### src/rtl/fft_pkg.sv
`default_nettype none
// ============================================================================
// fft_pkg: shared types and constants for the FFT datapath blocks.
// Rev 1.0
// ============================================================================
package fft_pkg;

  localparam int DEFAULT_SIZE_DATA = 32;

  typedef enum logic [1:0] {
    ST_IDLE  = 2'd0,
    ST_ISSUE = 2'd1,
    ST_WAIT  = 2'd2,
    ST_DONE  = 2'd3
  } cmul_state_t;

  // Issue order of the four partial products; results come back in the same order.
  localparam logic [1:0] K_RR = 2'd0;
  localparam logic [1:0] K_II = 2'd1;
  localparam logic [1:0] K_RI = 2'd2;
  localparam logic [1:0] K_IR = 2'd3;

  function automatic logic a_is_imag(input logic [1:0] k);
    return (k == K_II) || (k == K_IR);
  endfunction

  function automatic logic b_is_imag(input logic [1:0] k);
    return (k == K_II) || (k == K_RI);
  endfunction

endpackage
`default_nettype wire

### src/rtl/cmul_issue_ctrl.sv
`default_nettype none
// ============================================================================
// cmul_issue_ctrl: issues the four partial products of a complex multiply to
// one shared fixed-latency multiplier and collects the results. Rev 1.0
// ============================================================================
module cmul_issue_ctrl
  import fft_pkg::*;
#(
  parameter int SIZE_DATA = DEFAULT_SIZE_DATA,
  parameter int MUL_LAT   = 3
) (
  input  logic                 i_clk,
  input  logic                 i_rst,
  input  logic                 i_valid,
  output logic                 o_ready,
  input  logic [SIZE_DATA-1:0] i_ar,
  input  logic [SIZE_DATA-1:0] i_ai,
  input  logic [SIZE_DATA-1:0] i_br,
  input  logic [SIZE_DATA-1:0] i_bi,
  output logic                 o_mul_valid,
  output logic [SIZE_DATA-1:0] o_mul_a,
  output logic [SIZE_DATA-1:0] o_mul_b,
  input  logic                 i_mul_valid,
  input  logic [SIZE_DATA-1:0] i_mul_result,
  output logic                 o_valid,
  input  logic                 i_ready,
  output logic [SIZE_DATA-1:0] o_rr,
  output logic [SIZE_DATA-1:0] o_ii,
  output logic [SIZE_DATA-1:0] o_ri,
  output logic [SIZE_DATA-1:0] o_ir,
  output logic                 o_err
);

  localparam int DRAIN_W = 4;

  cmul_state_t          state, state_nxt;
  logic [1:0]           issue_cnt;
  logic [2:0]           res_cnt;
  logic [DRAIN_W-1:0]   drain_cnt;
  logic [SIZE_DATA-1:0] op_ar, op_ai, op_br, op_bi;
  logic [SIZE_DATA-1:0] p_rr, p_ii, p_ri, p_ir;
  logic                 err;

  logic accept, in_flight, draining, capture, last_capture, stray;

  assign accept       = i_valid && (state == ST_IDLE);
  assign in_flight    = (state == ST_ISSUE) || (state == ST_WAIT);
  // Beats still returning from before a reset must be swallowed without an error.
  assign draining     = (drain_cnt != '0);
  assign capture      = i_mul_valid && !draining && in_flight;
  assign last_capture = capture && (res_cnt == 3'd3);
  assign stray        = i_mul_valid && !draining && !in_flight;

  always_comb begin
    state_nxt = state;
    case (state)
      ST_IDLE:  if (i_valid) state_nxt = ST_ISSUE;
      ST_ISSUE: begin
        if (last_capture)            state_nxt = ST_DONE;
        else if (issue_cnt == K_IR)  state_nxt = ST_WAIT;
      end
      ST_WAIT:  if (last_capture) state_nxt = ST_DONE;
      ST_DONE:  if (i_ready) state_nxt = ST_IDLE;
      default:  state_nxt = ST_IDLE;
    endcase
  end

  always_comb begin
    o_mul_a = '0;
    o_mul_b = '0;
    if (state == ST_ISSUE) begin
      o_mul_a = a_is_imag(issue_cnt) ? op_ai : op_ar;
      o_mul_b = b_is_imag(issue_cnt) ? op_bi : op_br;
    end
  end

  always_ff @(posedge i_clk) begin
    if (i_rst) begin
      state     <= ST_IDLE;
      issue_cnt <= '0;
      res_cnt   <= '0;
      drain_cnt <= DRAIN_W'(MUL_LAT);
      err       <= 1'b0;
    end else begin
      state <= state_nxt;
      if (draining) drain_cnt <= drain_cnt - DRAIN_W'(1);
      if (accept) begin
        issue_cnt <= '0;
        res_cnt   <= '0;
      end
      if (state == ST_ISSUE) issue_cnt <= issue_cnt + 2'd1;
      if (capture) res_cnt <= res_cnt + 3'd1;
      if (stray) err <= 1'b1;
    end
  end

  always_ff @(posedge i_clk) begin
    if (i_rst) begin
      op_ar <= '0;
      op_ai <= '0;
      op_br <= '0;
      op_bi <= '0;
      p_rr  <= '0;
      p_ii  <= '0;
      p_ri  <= '0;
      p_ir  <= '0;
    end else begin
      if (accept) begin
        op_ar <= i_ar;
        op_ai <= i_ai;
        op_br <= i_br;
        op_bi <= i_bi;
      end
      if (capture) begin
        case (res_cnt[1:0])
          K_RR: p_rr <= i_mul_result;
          K_II: p_ii <= i_mul_result;
          K_RI: p_ri <= i_mul_result;
          K_IR: p_ir <= i_mul_result;
        endcase
      end
    end
  end

  assign o_ready     = (state == ST_IDLE);
  assign o_valid     = (state == ST_DONE);
  assign o_mul_valid = (state == ST_ISSUE);
  assign o_rr        = p_rr;
  assign o_ii        = p_ii;
  assign o_ri        = p_ri;
  assign o_ir        = p_ir;
  assign o_err       = err;

endmodule
`default_nettype wire

### config.mk
export PLATFORM = sky130hd
export DESIGN_NAME = cmul_issue_ctrl
export DESIGN_NICKNAME = d
export VERILOG_FILES = /design/src/rtl/fft_pkg.sv /design/src/rtl/cmul_issue_ctrl.sv
export SDC_FILE = /design/constraint.sdc
export NUM_CORES = 1
export LEC_CHECK = 0
export CORE_MARGIN = 4
export CORE_UTILIZATION = 49
export DETAILED_ROUTE_END_ITERATION = 8
export PLACE_DENSITY = 0.88
export SYNTH_ARGS = -nofsm -noshare
export SYNTH_HDL_FRONTEND = slang
export SYNTH_SLANG_ARGS = --single-unit
export TNS_END_PERCENT = 30
### constraint.sdc
create_clock -name i_clk -period 4.5 [get_ports i_clk]
set_clock_uncertainty 0.1 [all_clocks]
set_input_delay 1.125 -clock i_clk [delete_from_list [all_inputs] [get_ports i_clk]]
set_output_delay 1.125 -clock i_clk [all_outputs]
set_load 0.005 [all_outputs]
==> metrics <==
Synth top area share=50.7%; Final Cycle Share=between 90% and 100%; vias in the first global route=10300; Yosys top cell by area=dfxtp_1; Post-synth ARST share=0%; reg2reg start=state[1]; Worst Setup Start Kind=flip-flop; CTS sink cnt=approximately 270; Setup Buffers After CTS=0; Synth Cell Area=10600 µm²; number of H-tree levels=1; most instantiated cells after synthesis=nand2_1 (579), dfxtp_1 (268), a21oi_1 (260); Max IR drop VDD=0.326 mV; RSZ-0062 raised after global routing=no; final std cells w/o fill=1978; Avg WL per Cell=17.4 µm; initial antenna violation count=1; Worst slew margin=between 20% and 30%; Sum Neg Setup Slack=0 ps; Die Wd=about 150 µm; clk buf depth=3; final setup margin=438 ps; CTS Root Cell=clkbuf_16; clock slew at reported path FFs=~60 ps; layout cells sized above 1=4.52%; final instance area=15200 µm²; leak pwr=~5.4 nW; fin crit period=4060 ps; most frequent cell after synthesis=nand2_1; post-route ant nets=0; Crit path arrival time=2840 ps; Post-Syn Instances=roughly 1400; first-pass GRT wire length=53200 µm; Post-Route Utilization=71.8%; # resized after CTS=0; initial DRC count=560; TritonCTS Buffers=28; Max Cap Viol=0; crit end category=output pin; total track usage=27.1%; via count=approximately 11000; Fill cells=roughly 1500; Core Area=approximately 21000 µm²; area of placed instances=between 10000 and 15000 µm²; HP Class=reg2reg; Final setup viols=0; Mapped Nets=1560; f_max=roughly 0.25 GHz; Worst-Margin Slew=1070 ps; detailed placer's ending HPWL=23400 µm; Min Hold Slack=352 ps; Via-to-Cell Ratio=5.33; die footprint=24000 µm²; Initial Util=50.0%; crit path max fanout=33; DP Cell Count=1926; GR Overflow Total=0; I/O pins=361; Std-Cell Rows=53; Top FF cell, synth=dfxtp_1; Seq/Total Area, Yosys=about half; drt first pass iters=4; TritonCTS clock tree=done; crit path from=issue_cnt[1]; Slew Limit Fails=0; largest net degree at the start of global routing=166; Hold Vio Cnt, Final=0; die height=approximately 150 µm; crit path kind=reg2out; Yosys cell types=31; Synthesis Warnings=0; top cells by area, synth=dfxtp_1 (51%), nand2_1 (21%), a21oi_1 (12%); I/O Buffers=360; WL final=34400 µm; CP required=roughly 3300 ps; min-delay src=o_rr[11]; worst skew pair latency=530 ps; Area Growth Syn to Fin=43.5%; synthesis-stage register bit count=268; Final Net Count=1859; Post-synth EDFFs=0; Cell Pwr Density=430 nW/µm²; Final Total Pwr=approximately 6.5 mW; routability cong.=around 0.9; pre-CTS WS=1010 ps; DRC Markers=0; Avg Inst Size Synth=~7.7 µm²; status=finished, final reports clean; Post-CTS Hold Buffers=0
[placed cells by master, fill, tap and decap left out, types with 2 or more instances in the layout]
master and count:
xnor2_1 2, a21boi_0 32, nand3_1 10, nor3_1 2
nand2_1 578, nor2_1 5, dfxtp_1 268, clkbuf_8 13
buf_4 13, a21oi_1 260, mux2i_1 35, nor2b_1 34
buf_12 2, clkbuf_16 29, clkdlybuf4s50_1 359, and3_1 4
ha_2 2, nand2b_1 5, clkinv_2 7, ha_1 11
or2_2 3, inv_1 11
[logic make-up (layout without fill, tap and decap cells)]
group	after synthesis	in the layout	share of synthesized area, %
other	0	1	0
multiplexers	36	36	3.42
AND/OR/NAND/NOR	648	648	24.5
XOR/XNOR	2	2	0.166
flip-flops	268	268	50.7
AO/OA/AOI/OAI	298	298	15.0
buffers and inverters	117	437	4.68
adder cells (fa/ha/maj)	13	13	1.54
[per-layer routing]
metal / part of all wire, % / global-route usage (%) / routed length, µm
met4: 4.8 / 11.7 / 1660
met2: 47 / 45.4 / 16000
met5: 0 / 0 / 0
met3: 12 / 9.85 / 3970
met1: 37 / 31.2 / 12700
[layout make-up]
| type | count | area (µm²) | area share, % |
|---|---|---|---|
| clock inverters | 9 | 51.3 | 0.338 |
| diodes | 1 | 2.50 | 0.0165 |
| well taps | 275 | 344 | 2.27 |
| multi-input cells | 997 | 4740 | 31.2 |
| inverters | 11 | 41.3 | 0.272 |
| repair buffers | 375 | 3740 | 24.7 |
| clock buffers | 42 | 895 | 5.89 |
| flip-flops and latches | 268 | 5370 | 35.3 |
[final timing paths]
path                                   end  slack (ps)  cells after the start
worst max-delay path            o_mul_b[9]         440                      5
worst min register to register    o_rr[11]         350                      2
worst max register to register    o_rr[16]        1940                      7
worst min-delay path              o_rr[11]         350                      2
[worst max-delay path: stages (launching register included)]
cell and delay [ps]:
dfxtp_1 350, inv_1 50, ha_2 990, mux2i_1 220
nor2b_1 150, clkdlybuf4s50_1 520
[flip-flops by register name, indices dropped and copies added, names as in the netlist, 4 cells and up]
register / flops
o_ii: 32
drain_cnt: 4
op_bi: 32
op_br: 32
o_rr: 32
op_ar: 32
o_ri: 32
o_ir: 32
op_ai: 32
[power breakdown]
group,internal (mW),switching (mW)
sequential,2.60,0.137
clock,1.37,0.933
combinational,0.653,0.842
total,4.62,1.91
No activity file was read; power rests on OpenSTA's default activity.
